File: src/rtl/keypad_scanner_if.sv
// Keypad pins and decoded-digit outputs of keypad_scanner.
// master: the scanner side; slave: the keypad/display side.
interface keypad_scanner_if;
   logic [3:0] rows;
   logic [3:0] cols;
   logic [3:0] s1;
   logic [3:0] s2;
   logic       new_key;

   modport master (input rows, output cols, s1, s2, new_key);
   modport slave  (output rows, input cols, s1, s2, new_key);
endinterface

File: src/rtl/keypad_scanner.sv
// 4x4 matrix keypad scanner with press/release debounce and a two-digit history.
// Optional KEYPAD_SYNC_EN: two-flop synchronizer on the row inputs.
module keypad_scanner #(
   parameter int SCAN_DIV        = 4800,
   parameter int DEBOUNCE_CYCLES = 960000
) (
   input logic              clk,
   input logic              reset,
   keypad_scanner_if.master kp
);
   localparam int DW = $clog2(SCAN_DIV);
   localparam int CW = $clog2(DEBOUNCE_CYCLES);
   localparam logic [DW-1:0] DIV_LAST = DW'(SCAN_DIV - 1);
   localparam logic [CW-1:0] DEB_LAST = CW'(DEBOUNCE_CYCLES - 1);

   typedef enum logic [1:0] {SCAN, DEB_PRESS, HELD, DEB_RELEASE} state_t;

   state_t        state_q;
   logic [1:0]    k_q;
   logic [1:0]    row_q;
   logic [DW-1:0] div_q;
   logic [CW-1:0] cnt_q;
   logic [3:0]    cols_q;
   logic [3:0]    s1_q;
   logic [3:0]    s2_q;
   logic          new_key_q;
   logic [3:0]    rows_s;
   logic [1:0]    low_row;
   logic          any_low;
   logic          row_hi;

`ifdef KEYPAD_SYNC_EN
   logic [3:0] sync1_q;
   logic [3:0] sync2_q;

   always_ff @(posedge clk) begin
      if (reset) begin
         sync1_q <= 4'hF;
         sync2_q <= 4'hF;
      end else begin
         sync1_q <= kp.rows;
         sync2_q <= sync1_q;
      end
   end
   assign rows_s = sync2_q;
`else
   assign rows_s = kp.rows;
`endif

   // Lowest-index low row wins when several rows are pulled at once.
   always_comb begin
      low_row = 2'd3;
      if (!rows_s[0])      low_row = 2'd0;
      else if (!rows_s[1]) low_row = 2'd1;
      else if (!rows_s[2]) low_row = 2'd2;
   end

   assign any_low = ~&rows_s;
   assign row_hi  = rows_s[row_q];

   function automatic logic [3:0] col_drive(input logic [1:0] k);
      return ~(4'b0001 << k);
   endfunction

   function automatic logic [3:0] key_code(input logic [1:0] r, input logic [1:0] c);
      logic [3:0] code;
      case ({r, c})
         4'h0: code = 4'h1;  4'h1: code = 4'h2;  4'h2: code = 4'h3;  4'h3: code = 4'hA;
         4'h4: code = 4'h4;  4'h5: code = 4'h5;  4'h6: code = 4'h6;  4'h7: code = 4'hB;
         4'h8: code = 4'h7;  4'h9: code = 4'h8;  4'hA: code = 4'h9;  4'hB: code = 4'hC;
         4'hC: code = 4'hE;  4'hD: code = 4'h0;  4'hE: code = 4'hF;  default: code = 4'hD;
      endcase
      return code;
   endfunction

   always_ff @(posedge clk) begin
      if (reset) begin
         state_q   <= SCAN;
         k_q       <= 2'd0;
         row_q     <= 2'd0;
         div_q     <= '0;
         cnt_q     <= '0;
         cols_q    <= 4'b1110;
         s1_q      <= 4'h0;
         s2_q      <= 4'h0;
         new_key_q <= 1'b0;
      end else begin
         new_key_q <= 1'b0;
         case (state_q)
            SCAN: begin
               if (div_q == DIV_LAST) begin
                  div_q <= '0;
                  if (any_low) begin
                     // Column stays put so the debounce watches the same key.
                     row_q   <= low_row;
                     cnt_q   <= '0;
                     state_q <= DEB_PRESS;
                  end else begin
                     k_q    <= k_q + 2'd1;
                     cols_q <= col_drive(k_q + 2'd1);
                  end
               end else begin
                  div_q <= div_q + 1'b1;
               end
            end
            DEB_PRESS: begin
               if (row_hi) begin
                  state_q <= SCAN;
                  div_q   <= '0;
                  k_q     <= k_q + 2'd1;
                  cols_q  <= col_drive(k_q + 2'd1);
               end else if (cnt_q == DEB_LAST) begin
                  s1_q      <= s2_q;
                  s2_q      <= key_code(row_q, k_q);
                  new_key_q <= 1'b1;
                  state_q   <= HELD;
               end else begin
                  cnt_q <= cnt_q + 1'b1;
               end
            end
            HELD: begin
               if (row_hi) begin
                  cnt_q   <= '0;
                  state_q <= DEB_RELEASE;
               end
            end
            DEB_RELEASE: begin
               if (!row_hi) begin
                  state_q <= HELD;
               end else if (cnt_q == DEB_LAST) begin
                  state_q <= SCAN;
                  div_q   <= '0;
                  k_q     <= k_q + 2'd1;
                  cols_q  <= col_drive(k_q + 2'd1);
               end else begin
                  cnt_q <= cnt_q + 1'b1;
               end
            end
            default: state_q <= SCAN;
         endcase
      end
   end

   assign kp.cols    = cols_q;
   assign kp.s1      = s1_q;
   assign kp.s2      = s2_q;
   assign kp.new_key = new_key_q;
endmodule

File: src/flat_wrapper.sv
// flat-port wrapper written by rule: the top's interface ports become plain ports
module keypad_scanner_flat 
#(
   parameter int SCAN_DIV        = 4800,
   parameter int DEBOUNCE_CYCLES = 960000
)
  (clk, reset, kp_rows, kp_cols, kp_s1, kp_s2, kp_new_key);
  keypad_scanner_if kp_i ();
  input logic clk;
  input logic reset;
  input wire logic [$bits(kp_i.rows)-1:0] kp_rows;
  output wire logic [$bits(kp_i.cols)-1:0] kp_cols;
  output wire logic [$bits(kp_i.s1)-1:0] kp_s1;
  output wire logic [$bits(kp_i.s2)-1:0] kp_s2;
  output wire logic [$bits(kp_i.new_key)-1:0] kp_new_key;
  assign kp_i.rows = kp_rows;
  assign kp_cols = kp_i.cols;
  assign kp_s1 = kp_i.s1;
  assign kp_s2 = kp_i.s2;
  assign kp_new_key = kp_i.new_key;
  keypad_scanner #(.SCAN_DIV(SCAN_DIV), .DEBOUNCE_CYCLES(DEBOUNCE_CYCLES)) u_core (.clk(clk), .reset(reset), .kp(kp_i));
endmodule
File: config.mk
export PLATFORM = sky130hd
export DESIGN_NAME = keypad_scanner_flat
export DESIGN_NICKNAME = d
export VERILOG_FILES = /design/src/rtl/keypad_scanner_if.sv /design/src/rtl/keypad_scanner.sv /design/src/flat_wrapper.sv
export SDC_FILE = /design/constraint.sdc
export NUM_CORES = 1
export LEC_CHECK = 0
export CELL_PAD_IN_SITES_DETAIL_PLACEMENT = 1
export CELL_PAD_IN_SITES_GLOBAL_PLACEMENT = 2
export CORE_MARGIN = 8
export CORE_UTILIZATION = 25
export DETAILED_ROUTE_END_ITERATION = 6
export HOLD_SLACK_MARGIN = 0.06
export PLACE_DENSITY_LB_ADDON = 0.1
export SLEW_MARGIN = 20
export SYNTH_ARGS = -nofsm -noshare
export SYNTH_HDL_FRONTEND = slang
export SYNTH_SLANG_ARGS = --single-unit
File: constraint.sdc
create_clock -name clk -period 7 [get_ports clk]
set_clock_uncertainty 0.2 [all_clocks]
set_input_delay 1.05 -clock clk [delete_from_list [all_inputs] [get_ports clk]]
set_output_delay 1.05 -clock clk [all_outputs]
set_load 0.005 [all_outputs]
==> flow_summary.ini <==
[placement]
gp_congestion = 0.6770
dp_hpwl_um = 5348
placed_cells = 466
numPortBuffers = 18
place_area_mm2 = 0.003084
preCtsSetupSlack_ns = 3.124

[timing]
worst_slack_ns = 3.438
slew_headroom_pct = 39.19
period_needed_ns = 3.562
fin_setup_tns_ns = 0
whs_ns = 0.2907
grt_setup_unrepaired = false
clock.fmax_mhz = 280.8
finalHoldViolations = 0
setup_violations = 0
drv_slew = 0
worst_pin_slew_ns = 0.9072
min_period_over_period_pct = 50.88

[synthesis]
ys.flop_type = dfxtp_1
syn_inst = 322
synth_area_mm2 = 0.002780
yosysMostFrequentCell = dfxtp_1
synth_top_family_by_area = simple AND/OR/NAND/NOR gates
synth_top_area_share_pct = 37.44
ys_seq_area_share_pct = 37.44
synth_fa_ha_area_share_pct = 3.600
synth_commonest_cells = dfxtp_1, nor2_1, a21oi_1, nand2_1, nand3_1
yosysTopAreaCell = dfxtp_1
yosysWarnings = 0
postSynthAreaPerCell_um2 = 8.634
synth_edf_count = 0
syn_nets = 336
yosysUniqueCellTypes = 47
synth_compound_area_share_pct = 18.90
ys_top_cells_by_area = dfxtp_1, mux2i_1, a21oi_1, nor2_1, ha_1
synthSimpleGateAreaFrac_pct = 28.04
ys_ff_latch = 52
synthXorXnorAreaFrac_pct = 0.3150
synth.mux.area_fraction_pct = 7.516
synthArstFlopShare_pct = 0

[global_route]
grt_use_met1_pct = 13.37
grt_usage_pct = 10.52
grt-busiest-layer = met2
grt_pass1_vias = 2485
grt_use_met2_pct = 17.21
grt_max_degree = 40
use_met3_pct = 2.513
grt_pass1_wl_um = 12630
grt.overflow.total = 0
grt_antenna_before_repair = 0

[finish]
syn_to_final_growth_pct = 14.18
fin_cells = 474
postLayoutCellArea_mm2 = 0.003174
drive_gt1_share_pct = 7.485
final_nets = 347
antenna_cells = 0
final_core_util_pct = 29.28

[outcome]
status = finished clean

[die]
die_h_um = 121.5
ioPinCount = 19
initial_core_util_pct = 25.65
die_w_um = 121.5
core_mm2 = 0.01084
die_area_mm2 = 0.01475
num_rows = 38

[worst_setup_path]
crit_arrival_ns = 3.60
path_cells = clkdlybuf4s50_1 -> mux4_2 -> o211ai_1 -> nand3_2 -> or4_4 -> a21oi_2
end_kind = flop
critPathKind = in -> reg
cp_slowest_cell = or4_4
max_stage_delay_ns = 0.69
path_buf_inv = 1
reg2reg_slack_ns = 3.82
critPathLaunchType = primary input
critPathTopFamily = simple AND/OR/NAND/NOR gates
cp_max_fo = 30
cp.required_ns = 7.04

[clock_tree]
cts_resized = 0
cts.htree.levels = 2
cts_hold_buf = 0
numCtsBuffers = 5
cts.sinks = 52
cts_root_buf = clkbuf_8
clock_latency_ns = 0.31
cts.clk_slew.worst_paths_ns = 0.09
tritoncts = done
post_cts_buffers = 0
clockBufferDepth = 2

[routing]
drtIter0Drc = 126
ant_nets = 0
vias_per_cell = 5.255
wl_per_cell_um = 16.07
drt_wl_total_um = 7617
route.detailed.drc = 0
dr.pass1.iters = 4
vias = 2491

[hold_path]
min_path_type = reg -> reg

[power]
vdd_drop_max_mv = 0.07301
p_leak_nw = 1.016
power_mw = 0.4990
powerDensity_mw_per_mm2 = 157.2

[job]
drv_cap = 0
[cell type report]
cell class | instances | area, um^2
multi-input combinational | 243 | 1628
inverter | 10 | 37.54
clock buffer | 8 | 90.09
fill | 1285 | 7666
tap | 140 | 175.2
timing repair buffer | 21 | 202.7
sequential | 52 | 1041
[routing by layer]
| layer | share of wire, % | up-vias | wire, um |
|---|---|---|---|
| li1 | - | 1230 | - |
| met1 | 50 | 1231 | 3798 |
| met2 | 47 | 21 | 3545 |
| met3 | 2.2 | 9 | 168 |
| met4 | 1.4 | 0 | 104 |
| met5 | 0 | - | 0 |
[final timing paths]
check	end	start	cells past startpoint
worst min-delay path	u_core.div_q[12]$_SDFFE_PP0P_	u_core.div_q[12]$_SDFFE_PP0P_	1
worst min register to register	u_core.div_q[12]$_SDFFE_PP0P_	u_core.div_q[12]$_SDFFE_PP0P_	1
worst max-delay path	u_core.cnt_q[17]$_SDFFE_PP0P_	kp_rows[1]	6
worst max register to register	u_core.cnt_q[17]$_SDFFE_PP0P_	u_core.div_q[0]$_SDFFE_PP0P_	6
[kinds of logic after synthesis]
| logic type | after synthesis |
|---|---|
| xor gates and xnor gates | 1 |
| AOI/OAI and AO/OA | 77 |
| adders and majority gates | 8 |
| DFF | 52 |
| and+or+nand+nor | 139 |
| muxes | 18 |
| buffers and inverters | 27 |
[state kept, by name (all words and copies together), names as in the netlist, named ones only]
register,cells
u_core.state_q,1
u_core.div_q,13
u_core.row_q,2
u_core.kp.s2,4
u_core.kp.s1,4
u_core.kp.cols,4
u_core.k_q,2
u_core.kp.new_key,1
u_core.cnt_q,20
[placed cells by master (no fill, tap or decap), types with 3 or more instances in the layout]
master | netlist | routed
a211oi_1 | 7 | 7
mux2_2 | 3 | 3
nor2_1 | 29 | 29
a311oi_1 | 8 | 8
and3_1 | 3 | 3
and4_1 | 6 | 6
dfxtp_1 | 52 | 52
a21oi_1 | 24 | 24
nand2_1 | 22 | 22
ha_1 | 8 | 8
buf_4 | 0 | 3
o31ai_1 | 13 | 13
o21ai_0 | 11 | 11
inv_1 | 10 | 10
a31oi_1 | 6 | 6
nand3_1 | 14 | 14
nand4_1 | 10 | 10
clkbuf_8 | 0 | 6
or3_1 | 7 | 7
or4_1 | 13 | 13
nor3_1 | 10 | 9
nand2b_1 | 5 | 5
mux2i_1 | 13 | 13
nor2b_1 | 4 | 4
clkdlybuf4s50_1 | 0 | 18
[worst reg2reg max path, stage by stage, from the launching register on]
cell and delay, ns:
dfxtp_1 0.40, ha_1 0.23, nand3_1 0.24, o41ai_4 0.65
nand3_2 0.56, or4_4 0.69, a21oi_2 0.14
[where the power goes]
| part | internal [mW] | leakage, nW | switching (mW) |
|---|---|---|---|
| combinational | 0.00601 | 0.552 | 0.0101 |
| clock | 0.0811 | 0.0455 | 0.103 |
| sequential | 0.297 | 0.419 | 0.00157 |
Power figures use the tool's default switching activity.
